<file path="config.mk">
export PLATFORM = sky130hd
export DESIGN_NAME = alu_sequencer
export DESIGN_NICKNAME = d
export VERILOG_FILES = /design/src/rtl/alu_sequencer.sv
export SDC_FILE = /design/constraint.sdc
export NUM_CORES = 1
export LEC_CHECK = 0
export CORE_ASPECT_RATIO = 1.5
export CORE_MARGIN = 2
export CORE_UTILIZATION = 50
export DETAILED_ROUTE_END_ITERATION = 6
export PLACE_DENSITY = 0.77
export SYNTH_ARGS = -nofsm -noshare
export SYNTH_HDL_FRONTEND = slang
export SYNTH_SLANG_ARGS = --single-unit
export TNS_END_PERCENT = 5
</file>
<file path="constraint.sdc">
create_clock -name clock -period 2.15 [get_ports clock]
set_input_delay 0.215 -clock clock [delete_from_list [all_inputs] [get_ports clock]]
set_output_delay 0.215 -clock clock [all_outputs]
set_load 0.02 [all_outputs]
</file>
<file path="src/rtl/alu_sequencer.sv">
// Command-level front end for the shared-bus ALU: sequences operand writes and the execute op,
// captures the result from the bus, and caches the operand values last written to R0/R1.

typedef enum logic [2:0] {
  ALU_NOP      = 3'd0,
  ALU_WRITE_R0 = 3'd1,
  ALU_WRITE_R1 = 3'd2,
  ALU_READ_R0  = 3'd3,
  ALU_READ_R1  = 3'd4,
  ALU_ADD      = 3'd5,
  ALU_SUB      = 3'd6,
  ALU_INC      = 3'd7
} alu_op_t;

module alu_sequencer #(
  parameter int WIDTH    = 8,
  parameter bit CACHE_EN = 1'b1
) (
  input  logic             clock,
  input  logic             n_reset,
  input  logic             req_valid,
  output logic             req_ready,
  input  logic [1:0]       req_cmd,
  input  logic [WIDTH-1:0] req_a,
  input  logic [WIDTH-1:0] req_b,
  output alu_op_t          op,
  output logic             bus_oe,
  output logic [WIDTH-1:0] bus_out,
  input  logic [WIDTH-1:0] bus_in,
  output logic             rsp_valid,
  input  logic             rsp_ready,
  output logic [WIDTH-1:0] rsp_data
);

  typedef enum logic [2:0] {IDLE, LOAD_R0, LOAD_R1, EXEC, RESP} state_t;

  localparam logic [1:0] CMD_ADD  = 2'd0;
  localparam logic [1:0] CMD_SUB  = 2'd1;
  localparam logic [1:0] CMD_INC  = 2'd2;
  localparam logic [1:0] CMD_PASS = 2'd3;

  state_t           state, state_nxt;
  alu_op_t          op_nxt;
  logic             bus_oe_nxt;
  logic [WIDTH-1:0] bus_out_nxt;

  logic [1:0]       cmd_q;
  logic [WIDTH-1:0] a_q, b_q;
  logic             need_r1_q;

  logic [WIDTH-1:0] r0_cache, r1_cache;
  logic             r0_cache_vld, r1_cache_vld;

  logic accept, r0_hit, r1_hit, need_r0, need_r1;

  function automatic alu_op_t exec_op(input logic [1:0] cmd);
    case (cmd)
      CMD_ADD: exec_op = ALU_ADD;
      CMD_SUB: exec_op = ALU_SUB;
      CMD_INC: exec_op = ALU_INC;
      default: exec_op = ALU_READ_R0;
    endcase
  endfunction

  // Ready is withheld while reset is asserted even though the state already reads IDLE.
  assign req_ready = (state == IDLE) && n_reset;
  assign accept    = req_valid && (state == IDLE);

  assign r0_hit  = CACHE_EN && r0_cache_vld && (r0_cache == req_a);
  assign r1_hit  = CACHE_EN && r1_cache_vld && (r1_cache == req_b);
  assign need_r0 = (req_cmd != CMD_INC) && !r0_hit;
  assign need_r1 = (req_cmd != CMD_PASS) && !r1_hit;

  always_comb begin
    state_nxt   = state;
    op_nxt      = ALU_NOP;
    bus_oe_nxt  = 1'b0;
    bus_out_nxt = '0;
    case (state)
      IDLE: begin
        if (accept) begin
          if (need_r0) begin
            state_nxt   = LOAD_R0;
            op_nxt      = ALU_WRITE_R0;
            bus_oe_nxt  = 1'b1;
            bus_out_nxt = req_a;
          end else if (need_r1) begin
            state_nxt   = LOAD_R1;
            op_nxt      = ALU_WRITE_R1;
            bus_oe_nxt  = 1'b1;
            bus_out_nxt = req_b;
          end else begin
            state_nxt = EXEC;
            op_nxt    = exec_op(req_cmd);
          end
        end
      end
      LOAD_R0: begin
        if (need_r1_q) begin
          state_nxt   = LOAD_R1;
          op_nxt      = ALU_WRITE_R1;
          bus_oe_nxt  = 1'b1;
          bus_out_nxt = b_q;
        end else begin
          state_nxt = EXEC;
          op_nxt    = exec_op(cmd_q);
        end
      end
      LOAD_R1: begin
        state_nxt = EXEC;
        op_nxt    = exec_op(cmd_q);
      end
      EXEC: state_nxt = RESP;
      RESP: if (rsp_ready) state_nxt = IDLE;
      default: state_nxt = IDLE;
    endcase
  end

  // Outputs are registered alongside the state so they always describe the current state.
  always_ff @(posedge clock or negedge n_reset) begin
    if (!n_reset) begin
      state   <= IDLE;
      op      <= ALU_NOP;
      bus_oe  <= 1'b0;
      bus_out <= '0;
    end else begin
      state   <= state_nxt;
      op      <= op_nxt;
      bus_oe  <= bus_oe_nxt;
      bus_out <= bus_out_nxt;
    end
  end

  always_ff @(posedge clock or negedge n_reset) begin
    if (!n_reset) begin
      cmd_q     <= CMD_ADD;
      a_q       <= '0;
      b_q       <= '0;
      need_r1_q <= 1'b0;
    end else if (accept) begin
      cmd_q     <= req_cmd;
      a_q       <= req_a;
      b_q       <= req_b;
      need_r1_q <= need_r1;
    end
  end

  // The cache follows the ALU registers, which capture the bus on the edge leaving a LOAD state.
  always_ff @(posedge clock or negedge n_reset) begin
    if (!n_reset) begin
      r0_cache     <= '0;
      r1_cache     <= '0;
      r0_cache_vld <= 1'b0;
      r1_cache_vld <= 1'b0;
    end else begin
      if (state == LOAD_R0) begin
        r0_cache     <= a_q;
        r0_cache_vld <= 1'b1;
      end
      if (state == LOAD_R1) begin
        r1_cache     <= b_q;
        r1_cache_vld <= 1'b1;
      end
    end
  end

  always_ff @(posedge clock or negedge n_reset) begin
    if (!n_reset) begin
      rsp_valid <= 1'b0;
      rsp_data  <= '0;
    end else if (state == EXEC) begin
      rsp_valid <= 1'b1;
      rsp_data  <= bus_in;
    end else if ((state == RESP) && rsp_ready) begin
      rsp_valid <= 1'b0;
    end
  end

endmodule
</file>
==> impl_metrics.ini <==
[outcome]
status = completed

[sta]
finalCritPeriodShare = 0.954
setup_tns_ns = 0
period_needed_ns = 2.05
relSlewSlack = 0.509
setup_viol = 0
rsz0062_at_grt = false
tightest_slew_ns = 0.736
skew_ns = 0.00840
hold_viol = 0
timing.fmax_mhz = 487
maxSlewViolCount = 0

[clocking]
clock_latency_ns = 0.34
cts.path.max_buffers = 2
cts_tree = done
cts_sinks = 61
cts_root_buf = clkbuf_8
path_clk_slew_ns = 0.06
cts_made_buffers = 9
hold_buffers = 0
h-tree-depth = 3

[pwr]
swShare = 0.333
power_leakage_uw = 0.00169
power_frac_comb = 0.381
max-vdd-ir-drop_uv = 801
powerDensity_nw_per_um2 = 1400
seqPwrFrac = 0.395
switchingPower_uw = 1680
clockPowerShare = 0.224
internal_power_uw = 3380

[grt]
antenna_found_initial = 0
grtUsageTotal = 0.226
grt_pass1_wl_um = 9910
first_global_vias = 2031
grt_max_degree = 62
overflow = 0

[worst_setup_path]
cp_slowest_cell = clkdlybuf4s50_1
worstSetupPathType = reg -> out
start_kind = register
r2r_slack_ns = 0.25
r2r_cells = 5
reg2reg_from = r0_cache[2]
critPathCaptureType = primary output
cp_max_fo = 10
crit_chain = nor3_2, and2_1, clkdlybuf4s50_1
r2r-end = bus_out[3]
path_buf_inv = 1
critical_path_arrival_ns = 1.84
cp_top_family = buffers and inverters
cpPeakStageDelay_ns = 0.59
worstPathRequired_ns = 1.93

[logic_synthesis]
syn-instance-count = 241
ys_async_sr_fraction = 1.00
syn-num-nets = 271
synth_area_leaders = dfrtp_1 (57%), mux2_2 (10%), nand2_1 (8.8%)
synth_top_area_cell = dfrtp_1
synth_top_cell_area_share = 0.567
ys_ff_latch = 61
synthFlopType = dfrtp_1
synth.avg_cell_area_sq_um = 11.2
synthDistinctLibCells = 35
synth-edff-count = 0
ys.warnings.count = 0
seq_area_frac_synth = 0.567
netlist_area_sq_um = 2690

[floorplan]
die_x_um = 63.9
design.core.area_sq_um = 5160
start_util = 0.521
die_area_sq_um = 6000
num_io_pins = 52
row_count = 32
die_h_um = 93.9

[route]
postRouteAntennaNets = 0
dr.pass1.iters = 5
routed_wirelength_um = 5970
viasPerCell = 5.29
drt_iter0_drc = 89
wl_per_cell_um = 15.5
drcViolationCount = 0
dr_total_vias = 2030

[placed_design]
post-dp-hpwl_um = 4220
place_area_sq_um = 3380
numPortBuffers = 51
gp_congestion = 0.813
place_inst = 368

[layout]
finalNonFillerCells = 384
layout_commonest_cell = nand2_1
finalInstanceArea_sq_um = 3610
area_growth_pct = 33.9
layout_common_cells = nand2_1 (63), dfrtp_1 (61), clkdlybuf4s50_1 (50), mux2_2 (24), buf_4 (19)
num_antenna_cells = 0
nets = 341
utilization = 0.698
drive_above_1_share = 0.234

[min_path]
hold_path_class = in -> async

[run]
drv_cap = 0
==> how the worst max path moves through the flow <==
| stage | startpoint | end | slack, ns | depth (start not counted) |
|---|---|---|---|---|
| 3_3_place_gp | req_a[7] | bus_out[3] | -0.02 | 6 |
| 5_1_grt | state[1] | req_ready | 0.01 | 3 |
| 3_5_place_dp | req_a[7] | bus_out[3] | -0.06 | 6 |
| 4_1_cts | state[1] | req_ready | 0.08 | 3 |
| 6_report | state[1] | req_ready | 0.1 | 3 |
| 2_1_floorplan | r0_cache[7] | bus_out[0] | 0.27 | 6 |
==> Yosys cell counts (2+ instances only) <==
cell,n
a21boi_0,3
a21oi_1,5
a221o_2,8
and2_1,2
and3_1,8
clkbuf_1,9
dfrtp_1,61
inv_1,2
mux2_2,24
nand2_1,63
nand2b_1,2
nand3b_1,2
nor2_1,8
nor2b_1,2
nor3_1,3
o21ai_0,4
o31a_1,2
or2_2,2
xnor2_1,9
xor2_1,7
==> sequential cells by signal, indices dropped and copies added, names as in the netlist, 3 cells and up <==
register and cells:
bus_out 8, rsp_data 8, op 3, a_q 8, b_q 8, r0_cache 8, state 3, r1_cache 8
==> per-stage QoR <==
step	setup WS, ns	total power [uW]	hold WS (ns)
6_report	0.0980	5060	0.0606
5_1_grt	0.0111	5400	0.139
4_1_cts	0.0760	5110	0.0830
3_5_place_dp	-0.0629	3950	0.453
3_3_place_gp	-0.0213	3880	0.452
2_1_floorplan	0.274	3190	-0.0806
==> per-layer routing <==
layer / up-vias / track usage / part of all wire
met4: 0 / 0.132 / 0.033
met2: 72 / 0.368 / 0.52
met3: 18 / 0.0528 / 0.044
met5: - / 0 / 0
li1: 961 / - / -
met1: 979 / 0.270 / 0.40
==> cell families after synthesis <==
group           Yosys count  synth area share
mux                      24             0.100
simple gates             98             0.166
xor+xnor                 16            0.0520
compound gates           29            0.0934
flops                    61             0.567
buf+inv                  13            0.0214
==> power groups by stage <==
stage | Sequential, uW | Combinational, uW | Clock, uW
CTS | 2000 | 1950 | 1160
floorplan | 2080 | 1110 | 0
detailed placement | 2010 | 1940 | 0
global route | 2060 | 2110 | 1220
finish | 2000 | 1930 | 1130
global placement | 1990 | 1890 | 0
==> final cells by class <==
class / count / area (sq um)
clock inverter: 4 / 70.1
tap: 68 / 85.1
inverter: 2 / 7.51
sequential: 61 / 1530
clock buffer: 12 / 155
fill: 387 / 1560
timing repair buffer: 70 / 648
multi-input combinational: 167 / 1110
==> what timing repair did <==
| item | in CTS | in global routing |
|---|---|---|
| gates resized for setup | 1 | 0 |
| endpoints found under the setup margin | 1 | 0 |
| buffers inserted | 0 | 0 |
(Power assumes the default switching activity.)
